--- src/rtl/fft_capture_seq.sv ---
// fft_capture_seq: runs one FFT capture, then scans a RAM bin window and reports its peak bin.
module fft_capture_seq #(
    parameter int ADDR_W  = 12,
    parameter int DATA_W  = 16,
    parameter int SCAN_LO = 1900,
    parameter int SCAN_HI = 2100,
    parameter int RD_LAT  = 2,
    parameter int CLR_CYC = 4,
    parameter int TMO_CYC = 1000000,
    parameter int TMO_W   = 20
) (
    input  logic              clk,
    input  logic              rst,
    input  logic              start,
    input  logic              wr_done,
    output logic              wr_clr,
    output logic              fft_en,
    output logic              rd_en,
    output logic [ADDR_W-1:0] rd_addr,
    input  logic [DATA_W-1:0] rd_data,
    output logic              busy,
    output logic [ADDR_W-1:0] peak_addr,
    output logic [DATA_W-1:0] peak_mag,
    output logic              result_valid,
    output logic              timeout_err
);
    typedef enum logic [2:0] {IDLE, CLEAR, CAPTURE, SCAN, DRAIN, DONE} state_t;
    state_t state;
    logic [TMO_W-1:0] cnt;
    logic [RD_LAT-1:0] vld_pipe;
    logic [RD_LAT-1:0][ADDR_W-1:0] addr_pipe;
    logic [DATA_W-1:0] max_mag;
    logic [ADDR_W-1:0] max_addr;
    // Tags each returned word with the address that requested it.
    always_ff @(posedge clk or posedge rst) begin
        if (rst) begin
            vld_pipe  <= '0;
            addr_pipe <= '0;
        end else begin
            vld_pipe[0]  <= rd_en;
            addr_pipe[0] <= rd_addr;
            for (int i = 1; i < RD_LAT; i++) begin
                vld_pipe[i]  <= vld_pipe[i-1];
                addr_pipe[i] <= addr_pipe[i-1];
            end
        end
    end
    always_ff @(posedge clk or posedge rst) begin
        if (rst) begin
            state        <= IDLE;
            cnt          <= '0;
            wr_clr       <= 1'b1;
            fft_en       <= 1'b0;
            rd_en        <= 1'b0;
            rd_addr      <= '0;
            busy         <= 1'b0;
            peak_addr    <= '0;
            peak_mag     <= '0;
            result_valid <= 1'b0;
            timeout_err  <= 1'b0;
            max_mag      <= '0;
            max_addr     <= '0;
        end else begin
            result_valid <= 1'b0;
            // Strictly greater keeps the lowest address on ties.
            if (vld_pipe[RD_LAT-1] && rd_data > max_mag) begin
                max_mag  <= rd_data;
                max_addr <= addr_pipe[RD_LAT-1];
            end
            case (state)
                IDLE: if (start) begin
                    state       <= CLEAR;
                    busy        <= 1'b1;
                    timeout_err <= 1'b0;
                    cnt         <= '0;
                end
                CLEAR: if (cnt == TMO_W'(CLR_CYC - 1)) begin
                    state  <= CAPTURE;
                    wr_clr <= 1'b0;
                    fft_en <= 1'b1;
                    cnt    <= '0;
                end else cnt <= cnt + 1'b1;
                CAPTURE: if (wr_done) begin
                    state    <= SCAN;
                    fft_en   <= 1'b0;
                    rd_en    <= 1'b1;
                    rd_addr  <= ADDR_W'(SCAN_LO);
                    max_mag  <= '0;
                    max_addr <= ADDR_W'(SCAN_LO);
                end else if (cnt == TMO_W'(TMO_CYC - 1)) begin
                    state       <= IDLE;
                    fft_en      <= 1'b0;
                    wr_clr      <= 1'b1;
                    busy        <= 1'b0;
                    timeout_err <= 1'b1;
                end else cnt <= cnt + 1'b1;
                SCAN: if (rd_addr == ADDR_W'(SCAN_HI)) begin
                    state <= DRAIN;
                    rd_en <= 1'b0;
                    cnt   <= '0;
                end else rd_addr <= rd_addr + 1'b1;
                DRAIN: if (cnt == TMO_W'(RD_LAT - 1)) state <= DONE;
                else cnt <= cnt + 1'b1;
                DONE: begin
                    state        <= IDLE;
                    peak_addr    <= max_addr;
                    peak_mag     <= max_mag;
                    result_valid <= 1'b1;
                    wr_clr       <= 1'b1;
                    busy         <= 1'b0;
                end
                default: state <= IDLE;
            endcase
        end
    end
endmodule

--- config.mk ---
export PLATFORM = sky130hd
export DESIGN_NAME = fft_capture_seq
export DESIGN_NICKNAME = d
export VERILOG_FILES = /design/src/rtl/fft_capture_seq.sv
export SDC_FILE = /design/constraint.sdc
export NUM_CORES = 1
export LEC_CHECK = 0
export BUFFER_PORTS_ARGS = -buffer_cell sky130_fd_sc_hd__buf_2
export CORE_MARGIN = 10
export CORE_UTILIZATION = 40
export DETAILED_ROUTE_END_ITERATION = 10
export PLACE_DENSITY = 0.57
export SLEW_MARGIN = 25
export SYNTH_ARGS = -nofsm -noshare
export SYNTH_HDL_FRONTEND = slang
export SYNTH_SLANG_ARGS = --single-unit
--- constraint.sdc ---
create_clock -name clk -period 4.7 [get_ports clk]
set_clock_uncertainty 0.1 [all_clocks]
set_input_delay 0.47 -clock clk [delete_from_list [all_inputs] [get_ports clk]]
set_output_delay 0.47 -clock clk [all_outputs]
set_load 0.005 [all_outputs]
==> summary.txt <==
Worst setup path
  • Worst path max stage delay: roughly 0.55 ns
  • Critical path buffers and inverters: 1
  • Crit. Startpoint: rd_addr[0]
  • Critical Path End: cnt[0]
  • Crit Path Max Fanout: 34
  • Crit start category: register
  • Worst r2r path cells: 8
  • Critical path's top delay family: simple AND/OR/NAND/NOR gates
  • Crit path depth: 8
  • Data arrival, critical path: about 3.2 ns
  • CP Cell Sequence: inv_1, ha_1, or4b_4, nor3_4, o22ai_1, a211o_2, nor2_2, mux2_2
  • Slowest CP cell: a211o_2
  • Critical Path Sink Type: register
  • Reg-to-reg slack, setup: around 1.8 ns
  • Worst EP required: about 4.9 ns
  • R2R Path Start: rd_addr[0]
  • Kind of critical path: register to register
  • Reg2reg end: cnt[0]

Detailed routing
  • Final wirelength: around 12 mm
  • DR iter-0 viols: 230
  • Wire per inst: between 15 and 20 um
  • Final ANT Viol Nets: 0
  • DRC: 0
  • Via/cell ratio: about 5.3
  • 1st-pass router iterations: 5
  • Vias post-DR: around 4200

Synthesis
  • Synth Area in Simple Gates: between 10% and 20%
  • Top FF cell, synth: dfrtp_1
  • Largest family of logic cells by synthesized area: simple AND/OR/NAND/NOR gates
  • Adder-cell share of the synthesized area: 4.457%
  • Compound-Gate Fraction of Synth Area: 14.89%
  • Post-synth net total: approximately 570
  • #FFs+latches synth: around 120
  • Synth Area per Inst: about 11 um2
  • Synth Area in XOR/XNOR: approximately 1.4%
  • Mapped cell area: around 5600 um2
  • Portion of netlist area occupied by mux cells: 3.009%
  • Yosys cell types: 58
  • Post-synthesis sequential area ratio: between 50% and 60%
  • Number of synthesized flops with an enable pin: 0
  • Synth async-reset ratio: 100.0%
  • Post-synthesis cell count: around 530
  • Synth warn: 0

STA
  • Worst Tran Pin Value: 1.002 ns
  • Setup violators final: 0
  • RSZ-0062 raised after global routing: false
  • Fin. Hold Viols: 0
  • Crit share post-route: 61.82%
  • Slew Limit Fails: 0
  • WHS: around 0.048 ns
  • Min Tclk post-route: 2.905 ns
  • Slew headroom: between 30% and 40%
  • Fmax: 344.2 MHz
  • TNS Setup: 0 ns

Clock tree
  • Clock latency on the worst-skew pair: just over 0.4 ns
  • CTS Buffer Depth: 2
  • Htree depth: 4
  • Post-CTS Setup Bufs: 0
  • CTS Buf Count: 17
  • Clk root buf: clkbuf_16
  • CTS resizes: 0
  • Hold-fix buffers, CTS: 0
  • Clock Pin Slew Worst Setup and Hold Paths: about 0.06 ns
  • CTS tree: built
  • # clock sinks: around 120

Global route
  • Antenna violations before repair: 0
  • Largest net degree at the start of global routing: 57
  • Gr ovfl total: 0
  • Total GRT Usage: 12.94%
  • Vias in the first global route: 4062
  • First-pass GRT wire length: 20.65 mm

Run
  • Max Cap Viol: 0

Power
  • Seq pwr share: 39.2%
  • VDD IR max: ~0.00026 V
  • Comb power frac: 31.1%
  • Clock Power Share: 29.8%
  • Power Internal: between 2 and 3 mW
  • Sw frac: a little over a third
  • Power per cell area: between 600 and 700 nW/um2
  • Net Sw Power: around 1.4 mW
  • Pleak: 3.025 nW
  • Pwr Total: ~4.2 mW

Placed design
  • I/O Buffers: 65
  • GP Congestion: slightly above 0.8
  • Placed Instances: between 700 and 800
  • Dpl hpwl: approximately 8.6 mm

Finish
  • Nets@finish: ~630
  • Core Util, Final: approximately 48%
  • Share of cells above drive strength 1: about 22%
  • Commonest cells after routing, fill and taps aside: dfrtp_1 (122), buf_2 (65), nand2_1 (55)
  • # diodes: 0
  • Layout Cells excl Fill: roughly 790
  • Area growth syn-to-layout: 18.41%
  • FILL cells: approximately 1300
  • Leading cell type in the layout, fill and taps excluded: dfrtp_1

Die
  • I/O pin count: 66
  • Rows: 43
  • Initial Utilization: between 40% and 50%
  • Die area: 19170 um2
  • Core box area: 13830 um2
  • Die H: about 140 um
  • Die Width: between 100 and 150 um

Hold path
  • Tightest Hold Check Type: input port to async pin

Status
  • Status: complete, no violations
-- per-stage QoR --
step | setup WS, ns | area [um2]
floorplan | 0.8608 | 5614
global placement | 1.713 | 6076
detailed placement | 1.605 | 6076
CTS | 1.791 | 6648
global route | 1.561 | 6648
finish | 1.795 | 6648
-- per-layer routing --
metal  track usage, %  routed length [um]  up-vias
met3            3.459                 473       19
met4            4.828                 146        0
li1                 -                   -     2033
met1            17.32                6103     2015
met5                0                   0        -
met2            19.58                5588       90
-- power groups by stage --
stage	clock, mW	combinational (mW)	sequential (mW)
final	1.24	1.29	1.63
after global routing	1.33	1.47	1.68
after CTS	1.28	1.32	1.64
after detailed placement	0	1.31	1.66
after global placement	0	1.28	1.64
after floorplan	0	0.965	1.59
-- final cells by class --
class,instances,area [um2],share of cell area (%)
Clock buffer,21,450.4,6.776
Clock inverter,11,121.4,1.826
Inverter,24,92.59,1.393
Multi-Input combinational cell,359,2323,34.95
Sequential cell,123,3079,46.32
Tap cell,180,225.2,3.388
Timing Repair Buffer,69,355.3,5.345
-- cells by family after synthesis --
kind of cell,count (synthesis)
fa+ha+maj,20
simple gates,193
mux,15
flops,123
xor+xnor,9
buf+inv,52
compound gates,122
-- worst min-delay path by stage --
stage	start	end	slack, ns	cells after the start
6_report	rst	cnt[0]	0.05	2
5_1_grt	rst	cnt[0]	0.1	2
4_1_cts	rst	peak_mag[3]	0.06	2
3_5_place_dp	addr_pipe[2]	addr_pipe[14]	0.23	0
3_3_place_gp	addr_pipe[7]	addr_pipe[19]	0.23	0
2_1_floorplan	addr_pipe[0]	addr_pipe[12]	0.23	0
-- flip-flops by register name, summed over array words and instances, names as in the netlist --
register and cells:
max_mag 16, result_valid 1, timeout_err 1, cnt 20
peak_addr 12, rd_addr 12, busy 1, fft_en 1
max_addr 12, peak_mag 16, rd_en 1, vld_pipe 2
wr_clr 1, state 3, addr_pipe 24
-- cells in the mapped netlist, types with 2 or more instances --
cell	instances	area, um2
dfrtp_1	122	3053
nand2_1	55	206.5
nand3_1	38	190.2
nor2_1	33	123.9
o21ai_0	27	135.1
a21oi_1	24	120.1
inv_1	23	86.33
ha_1	20	250.2
o21ai_1	19	95.09
o31ai_1	17	127.6
clkbuf_1	15	56.30
mux2_2	14	157.7
nor3_1	11	55.05
nand4_1	9	56.30
a22o_1	8	70.07
and3_1	7	43.79
buf_2	7	35.03
o41ai_2	7	113.9
xor2_1	7	61.31
a21o_1	6	45.04
nor4_1	5	31.28
and4_1	4	35.03
buf_1	4	15.01
nor2b_1	4	25.02
or3_1	4	25.02
and2_1	3	18.77
nand3b_1	3	22.52
or2_2	3	18.77
or4_1	3	22.52
a221o_1	2	20.02
nand2b_1	2	12.51
xnor2_1	2	17.52
Note: power is estimated with default switching activity, not from simulation.
